$ cat src/rtl/mbyte_add_seq_if.sv
// ---------------------------------------------------------------------------
// mbyte_add_seq_if
// Bundles the request/response handshake of mbyte_add_seq together with the
// link to the shared 8-bit adder.
//   start/sub/a/b          : request from ALU control (master -> slave)
//   busy/done/result/...   : status and result back to ALU control
//   add_op1/add_op2/add_cin: operands driven to the shared adder
//   add_ans                : combinational sum returned by the shared adder
// Modports: master = ALU control / adder side, slave = mbyte_add_seq.
// ---------------------------------------------------------------------------
interface mbyte_add_seq_if #(
  parameter int NBYTES = 4
);
  localparam int W = 8 * NBYTES;

  logic         start;
  logic         sub;
  logic [W-1:0] a;
  logic [W-1:0] b;
  logic         busy;
  logic         done;
  logic [W-1:0] result;
  logic         cout;
  logic         ovf;
  logic [7:0]   add_op1;
  logic [7:0]   add_op2;
  logic         add_cin;
  logic [7:0]   add_ans;

  modport master (
    output start, sub, a, b, add_ans,
    input  busy, done, result, cout, ovf, add_op1, add_op2, add_cin
  );

  modport slave (
    input  start, sub, a, b, add_ans,
    output busy, done, result, cout, ovf, add_op1, add_op2, add_cin
  );
endinterface

$ cat src/rtl/mbyte_add_seq.sv
// ---------------------------------------------------------------------------
// mbyte_add_seq
// Byte-serial add/subtract of two (8*NBYTES)-bit operands using one external
// 8-bit adder that has no carry-out. Byte 0 is processed first; the carry
// into each following byte is rebuilt from the operand and sum MSBs.
// Ports:
//   clk : system clock, rising edge
//   rst : asynchronous active-high reset
//   bus : mbyte_add_seq_if.slave (start/sub/a/b in, busy/done/result/cout/ovf
//         out, add_op1/add_op2/add_cin to the shared adder, add_ans back)
// ---------------------------------------------------------------------------
module mbyte_add_seq #(
  parameter int NBYTES = 4
) (
  input  logic               clk,
  input  logic               rst,
  mbyte_add_seq_if.slave     bus
);

  localparam int W     = 8 * NBYTES;
  localparam int IDX_W = (NBYTES > 1) ? $clog2(NBYTES) : 1;
  localparam logic [IDX_W-1:0] LAST_IDX = IDX_W'(NBYTES - 1);

  typedef enum logic {
    S_IDLE = 1'b0,
    S_RUN  = 1'b1
  } state_t;

  state_t           r_state;
  state_t           w_state_nxt;

  logic [W-1:0]     r_a;
  logic [W-1:0]     r_b;
  logic             r_sub;
  logic [W-1:0]     r_result;
  logic [IDX_W-1:0] r_idx;
  logic             r_carry;
  logic             r_cout;
  logic             r_ovf;
  logic             r_done;

  logic [7:0]       w_op1;
  logic [7:0]       w_op2;
  logic             w_cin;
  logic             w_accept;
  logic             w_last;
  logic             w_carry_nxt;
  logic             w_ovf_nxt;

  // Carry out of an 8-bit add recovered from the MSBs alone: a carry leaves
  // bit 7 when both operand MSBs are set, or when exactly one is set and the
  // sum MSB came out clear (a carry rippled into bit 7 and out again).
  function automatic logic carry_rebuild(input logic op1_msb,
                                         input logic op2_msb,
                                         input logic ans_msb);
    carry_rebuild = (op1_msb & op2_msb) | ((op1_msb ^ op2_msb) & ~ans_msb);
  endfunction

  // Signed overflow: same-sign operands producing a different-sign sum.
  function automatic logic ovf_detect(input logic op1_msb,
                                      input logic op2_msb,
                                      input logic ans_msb);
    ovf_detect = (op1_msb == op2_msb) && (ans_msb != op1_msb);
  endfunction

  // FSM state register
  always_ff @(posedge clk or posedge rst) begin
    if (rst) begin
      r_state <= S_IDLE;
    end else begin
      r_state <= w_state_nxt;
    end
  end

  // Next state and adder drive
  always_comb begin
    w_state_nxt = r_state;
    w_op1       = 8'h00;
    w_op2       = 8'h00;
    w_cin       = 1'b0;
    w_accept    = 1'b0;
    w_last      = 1'b0;
    case (r_state)
      S_IDLE: begin
        if (bus.start) begin
          w_accept    = 1'b1;
          w_state_nxt = S_RUN;
        end
      end
      S_RUN: begin
        w_op1 = r_a[8*r_idx +: 8];
        w_op2 = r_sub ? ~r_b[8*r_idx +: 8] : r_b[8*r_idx +: 8];
        w_cin = r_carry;
        if (r_idx == LAST_IDX) begin
          w_last      = 1'b1;
          w_state_nxt = S_IDLE;
        end
      end
      default: w_state_nxt = S_IDLE;
    endcase
  end

  assign w_carry_nxt = carry_rebuild(w_op1[7], w_op2[7], bus.add_ans[7]);
  assign w_ovf_nxt   = ovf_detect(w_op1[7], w_op2[7], bus.add_ans[7]);

  // Operand capture and per-byte result accumulation
  always_ff @(posedge clk or posedge rst) begin
    if (rst) begin
      r_a      <= '0;
      r_b      <= '0;
      r_sub    <= 1'b0;
      r_result <= '0;
      r_idx    <= '0;
      r_carry  <= 1'b0;
      r_cout   <= 1'b0;
      r_ovf    <= 1'b0;
      r_done   <= 1'b0;
    end else begin
      r_done <= 1'b0;
      if (w_accept) begin
        r_a      <= bus.a;
        r_b      <= bus.b;
        r_sub    <= bus.sub;
        r_result <= '0;
        r_idx    <= '0;
        // Subtraction is a + ~b + 1: the +1 enters as the byte-0 carry.
        r_carry  <= bus.sub;
      end else if (r_state == S_RUN) begin
        r_result[8*r_idx +: 8] <= bus.add_ans;
        r_carry                <= w_carry_nxt;
        if (w_last) begin
          r_idx  <= '0;
          r_cout <= w_carry_nxt;
          r_ovf  <= w_ovf_nxt;
          r_done <= 1'b1;
        end else begin
          r_idx  <= r_idx + 1'b1;
        end
      end
    end
  end

  assign bus.busy    = (r_state == S_RUN);
  assign bus.done    = r_done;
  assign bus.result  = r_result;
  assign bus.cout    = r_cout;
  assign bus.ovf     = r_ovf;
  assign bus.add_op1 = w_op1;
  assign bus.add_op2 = w_op2;
  assign bus.add_cin = w_cin;

endmodule
$ cat src/flat_wrapper.sv
// flat-port wrapper written by rule: the top's interface ports become plain ports
module mbyte_add_seq_flat 
#(
  parameter int NBYTES = 4
)
  (clk, rst, bus_start, bus_sub, bus_a, bus_b, bus_add_ans, bus_busy, bus_done, bus_result, bus_cout, bus_ovf, bus_add_op1, bus_add_op2, bus_add_cin);
  mbyte_add_seq_if #(.NBYTES(NBYTES)) bus_i ();
  input  logic clk;
  input  logic rst;
  input wire logic [$bits(bus_i.start)-1:0] bus_start;
  input wire logic [$bits(bus_i.sub)-1:0] bus_sub;
  input wire logic [$bits(bus_i.a)-1:0] bus_a;
  input wire logic [$bits(bus_i.b)-1:0] bus_b;
  input wire logic [$bits(bus_i.add_ans)-1:0] bus_add_ans;
  output wire logic [$bits(bus_i.busy)-1:0] bus_busy;
  output wire logic [$bits(bus_i.done)-1:0] bus_done;
  output wire logic [$bits(bus_i.result)-1:0] bus_result;
  output wire logic [$bits(bus_i.cout)-1:0] bus_cout;
  output wire logic [$bits(bus_i.ovf)-1:0] bus_ovf;
  output wire logic [$bits(bus_i.add_op1)-1:0] bus_add_op1;
  output wire logic [$bits(bus_i.add_op2)-1:0] bus_add_op2;
  output wire logic [$bits(bus_i.add_cin)-1:0] bus_add_cin;
  assign bus_i.start = bus_start;
  assign bus_i.sub = bus_sub;
  assign bus_i.a = bus_a;
  assign bus_i.b = bus_b;
  assign bus_i.add_ans = bus_add_ans;
  assign bus_busy = bus_i.busy;
  assign bus_done = bus_i.done;
  assign bus_result = bus_i.result;
  assign bus_cout = bus_i.cout;
  assign bus_ovf = bus_i.ovf;
  assign bus_add_op1 = bus_i.add_op1;
  assign bus_add_op2 = bus_i.add_op2;
  assign bus_add_cin = bus_i.add_cin;
  mbyte_add_seq #(.NBYTES(NBYTES)) u_core (.clk(clk), .rst(rst), .bus(bus_i));
endmodule
$ cat config.mk
export PLATFORM = sky130hd
export DESIGN_NAME = mbyte_add_seq_flat
export DESIGN_NICKNAME = d
export VERILOG_FILES = /design/src/rtl/mbyte_add_seq_if.sv /design/src/rtl/mbyte_add_seq.sv /design/src/flat_wrapper.sv
export SDC_FILE = /design/constraint.sdc
export NUM_CORES = 1
export LEC_CHECK = 0
export CORE_MARGIN = 3
export CORE_UTILIZATION = 38
export CTS_BUF_LIST = sky130_fd_sc_hd__clkbuf_4
export DETAILED_ROUTE_END_ITERATION = 6
export GPL_TIMING_DRIVEN = 0
export PLACE_DENSITY = 0.72
export SLEW_MARGIN = 5
export SYNTH_ARGS = -nofsm -noshare
export SYNTH_HDL_FRONTEND = slang
export SYNTH_SLANG_ARGS = --single-unit
export TNS_END_PERCENT = 100
$ cat constraint.sdc
create_clock -name clk -period 10.8 [get_ports clk]
set_clock_uncertainty 0.1 [all_clocks]
set_input_delay 2.7 -clock clk [delete_from_list [all_inputs] [get_ports clk]]
set_output_delay 2.7 -clock clk [all_outputs]
set_load 0.05 [all_outputs]
## Word level (Yosys, flattened, before mapping)

Cells that the tools add are included.

| operators by class | value |
|---|---|
| add/sub/neg operators | 2 |
| eq/ne operators | 3 |
| shifts and indexed selects | 4 |
| mux-type cells | 21 |
| bitwise operators | 8 |
| reduce and logical (&&, ||, !) cells | 3 |

Operators by type and width:

| kind | count |
|---|---|
| two-way mux 32 bit | 2 |
| indexed part select 32 x 6 -> 8 bit | 2 |
| negation 5 -> 34 bit | 1 |
| variable shift 8 x 34 -> 32 bit (first input constant) | 1 |
| indexed part select 8 x 34 -> 32 bit | 1 |
| bitwise mux 32 bit | 1 |
| two-way mux 8 bit | 3 |
| two-way mux 1 bit | 11 |
| NOT 8 bit | 1 |
| two-way mux 2 bit | 3 |
| NOT 1 bit | 3 |
| AND reduction 3 bit | 1 |
| adder 2 x 1 -> 2 bit (second input constant) | 1 |
| bitwise AND 1 bit | 2 |
| equality test 2 bit (second input constant) | 1 |
| case mux 1 bit (2 select lines) | 1 |
| nonzero test 2 bit | 1 |
| equality test 1 bit | 1 |
| logical AND 1 bit | 1 |
| inequality test 1 bit | 1 |
| OR 1 bit | 1 |
| bitwise XOR 1 bit | 1 |

| storage, ports and cells | value |
|---|---|
| register bits after elaboration | 104 |
| input bits | 76 |
| word-level logic and storage cells | 51 |

## Depth between registers and ports, before layout

| logic depth | value |
|---|---|
| depth in word-level cells | 9 |
| gate-level depth with buffers | 8 |

## Worst setup path before layout

No wires, ideal clock.

| path | value |
|---|---|
| path kind | register to output |
| from | register u_core.r_idx[0] |
| to | output bus_add_op2[7] |
| data arrival time | 1.700 ns |
| setup slack | 6.300 ns |
| stages on the path, launching flop included | 5 |
| path through | dfrtp_1 > buf_6 > mux4_2 > xor2_1 > and2_1 |

| between the ends | value |
|---|---|
| cells in the longest elaborated chain, start to end | 4 |

RTL lines:

| element | RTL line | RTL |
|---|---|---|
| from (decl) | mbyte_add_seq.sv:36 | `logic [IDX_W-1:0] r_idx;` |
| from (signal assigned) | mbyte_add_seq.sv:137 | `r_idx <= r_idx + 1'b1;` |
| indexed part select 32 x 6 -> 8 bit (*) | mbyte_add_seq.sv:92 | `w_op2 = r_sub ? ~r_b[8*r_idx +: 8] : r_b[8*r_idx +: 8];` |
| NOT 8 bit | mbyte_add_seq.sv:92 |  |
| two-way mux 8 bit (*) | mbyte_add_seq.sv:92 |  |
| two-way mux 8 bit (*) | mbyte_add_seq.sv:83 | `case (r_state)` |
| to (decl) | flat_wrapper.sv:21 | `output wire logic [$bits(bus_i.add_op2)-1:0] bus_add_op2;` |

Mark *: on every way between the ends. The rest lies on a longest branch, timed or not.

## Worst setup path in the final report

Same ends and word-level chain as after synthesis.

==> results_dict.tcl <==
set metrics [dict create \
    status "complete, no violations" \
    irDropWorstVdd_uv 127 \
    post-cts-setup-buffers 0 \
    dp_hpwl_mm 8.07 \
    first_iter_violations 139 \
    slowest_delay_ns 0.83 \
    worst_pin_slew_ns 0.704 \
    remaining_drc_errors 0 \
    ios 129 \
    clock_latency_ns 0.43 \
    antenna_found_initial 0 \
    num_rows 39 \
    crit_buf_inv 2 \
    ys_warn_count 0 \
    viasPerCell 5.10 \
    cp_cell_sequence "buf_6, mux4_2, xor2_1, and2_1, clkdlybuf4s50_1" \
    crit_type "flop to output pin" \
    dpl.cell_count 572 \
    syn_area_per_cell_um2 15.1 \
    grt_pass1_vias 3165 \
    vias 3001 \
    synthesis.nets 383 \
    critPathRequiredTime_ns 8.00 \
    clock-sinks 104 \
    drt_wl_total_mm 10.9 \
    endpoint_kind "output pin" \
    dr.pass1.iters 4 \
    cts_tree "done" \
    timing.hold.ws_ns 0.418 \
    ant_nets 0 \
    place_area_um2 6030 \
    cts_root_buf "clkbuf_4" \
    wl_per_cell_um 18.5 \
    rsz0062_at_grt "no" \
    setup-tns-final_ns 0 \
    numCtsBuffers 9 \
    clk_pin_slew_ns 0.17 \
    fin_cells 589 \
    maxSlewViolCount 0 \
    finalCritPeriodShare_pct 52.5 \
    p_leak_nw 2.60 \
    fp.dieW_um 115 \
    setup_viol 0 \
    p_per_area_nw_per_um2 327 \
    synth_cell_types 28 \
    htree_levels 3 \
    clock_path_buffers 2 \
    grt_pass1_wl_mm 17.2 \
    post_cts_resize_count 0 \
    synthArstFlopShare_pct 100 \
    grt_start_max_net_pins 58 \
    cp.arrival_ns 2.87 \
    finalHoldViolCount 0 \
    yosysTopAreaCell "dfrtp_1" \
    hp-class "flop to flop" \
    fin_ws_ns 5.13 \
    fmax_mhz 176 \
    drive_gt1_share_pct 26.3 \
    critPathSlowestCell "clkdlybuf4s50_1" \
    gp_congestion 0.797 \
    areaGrowthSynthToFinish_pct 36.1 \
    coreArea_um2 11600 \
    ys_seq_area_share_pct 57.3 \
    track_usage_pct 16.9 \
    path_max_fanout 10 \
    ys_ff_latch 104 \
    hold_buffers 0 \
    max-cap-violations 0 \
    min_period_ns 5.67 \
    post-place-ws_ns 5.62 \
    critPathTopFamily "buffers and inverters" \
    portBuffers 128 \
    final_nets 523 \
    initial_utilization_pct 39.3 \
    die_y_um 115 \
    synthFlopType "dfrtp_1" \
    syn_inst 300 \
    worstSetupStartpointType "flop" \
    grt_remaining_overflow 0 \
    max_slew_margin_pct 53.0 \
    synth_top_area_share_pct 57.3 \
    syn_area_um2 4540 \
    synth_edf_count 0 \
    synth_area_leaders "dfrtp_1, mux2_2, mux4_2" \
    design_area_um2 6180 \
    die-area_um2 13300 \
]
[metal layers]
metal	GRT usage [%]	up-vias	wire, um
li1	-	1381	-
met1	23.4	1517	4820
met2	27.4	94	5450
met3	2.95	9	522
met4	4.69	0	104
met5	0	-	0
[cell usage after synthesis, types with 2 or more instances]
| cell type | count |
|---|---|
| a21oi_2 | 4 |
| buf_4 | 4 |
| mux4_2 | 16 |
| mux2_2 | 65 |
| o21ai_0 | 2 |
| a21oi_1 | 2 |
| a22o_1 | 32 |
| nand2_1 | 3 |
| nor2b_1 | 3 |
| clkbuf_1 | 2 |
| and2_1 | 17 |
| buf_2 | 8 |
| inv_1 | 6 |
| buf_1 | 3 |
| dfrtp_1 | 104 |
| and4_1 | 3 |
| ha_1 | 7 |
| xor2_1 | 8 |
| nand2b_1 | 2 |
[cell families (layout without fill, tap and decap cells)]
family                   Yosys count  count (layout)  synth area share, %
other                              0               1                    0
XOR/XNOR                           9               9                 1.74
multiplexers                      81              81                 24.0
AND/OR/NAND/NOR                   31              31                 4.27
buffers and inverters             25             170                 2.81
AO/OA/AOI/OAI                     43              43                 7.91
adder cells (fa/ha/maj)            7               7                 1.93
flip-flops                       104             104                 57.3
[state kept, by name, summed over array words and instances, names as in the netlist]
signal and count:
u_core.bus.busy 1, u_core.r_sub 1, u_core.r_idx 2, u_core.bus.result 32
u_core.r_a 32, u_core.bus.done 1, u_core.r_b 32, u_core.r_carry 1
u_core.bus.ovf 1, u_core.bus.cout 1
[layout by cell type, fill, tap and decap left out, drive strengths merged, types with 3 or more instances in the layout]
| master | n |
|---|---|
| and4 | 3 |
| buf | 17 |
| clkbuf | 14 |
| and2 | 17 |
| dfrtp | 104 |
| xor2 | 8 |
| a21oi | 6 |
| mux2 | 65 |
| inv | 8 |
| a22o | 32 |
| clkdlybuf4s50 | 128 |
| nand2 | 3 |
| nor2b | 3 |
| mux4 | 16 |
| ha | 7 |
[metrics by stage]
stage,util (%),power (mW)
2_1_floorplan,-,1.47
3_3_place_gp,51.9,1.81
3_5_place_dp,52.2,1.84
4_1_cts,53.4,2.05
5_1_grt,53.4,2.15
6_report,53.4,2.02
[tightest hold or removal path: stages (launching register included)]
cell     delay [ns]
dfrtp_1        0.39
nand2_1        0.05
o21ai_0        0.06
[power breakdown]
group	switching [mW]	internal, mW
Sequential	0.0906	0.555
Clock	0.130	0.0782
Combinational	0.661	0.509
[path summary, 6_finish.rpt]
| kind | from | end | slack [ns] | depth (start not counted) |
|---|---|---|---|---|
| max | u_core.r_idx[0] | bus_add_op2[7] | 5.13 | 5 |
| min | u_core.bus.cout | u_core.bus.cout | 0.42 | 2 |
| max reg2reg | u_core.r_idx[0] | u_core.r_carry | 8.32 | 7 |
| min reg2reg | u_core.bus.cout | u_core.bus.cout | 0.42 | 2 |
| max in group asynchronous | rst | u_core.bus.result[13] | 7.36 | 3 |
| min in group asynchronous | rst | u_core.r_a[9] | 2.56 | 2 |
[area by class of cell]
type                    instances  area (um2)
plain buffers                  19         105
repair buffers                129        1310
well taps                     143         179
flip-flops and latches        104        2600
clock inverters                 5        63.8
fillers                      1012        5380
multi-input cells             171        1810
inverters                       6        25.0
clock buffers                  11        82.6
diodes                          1        2.50
Note: power is estimated with default switching activity, not from simulation.
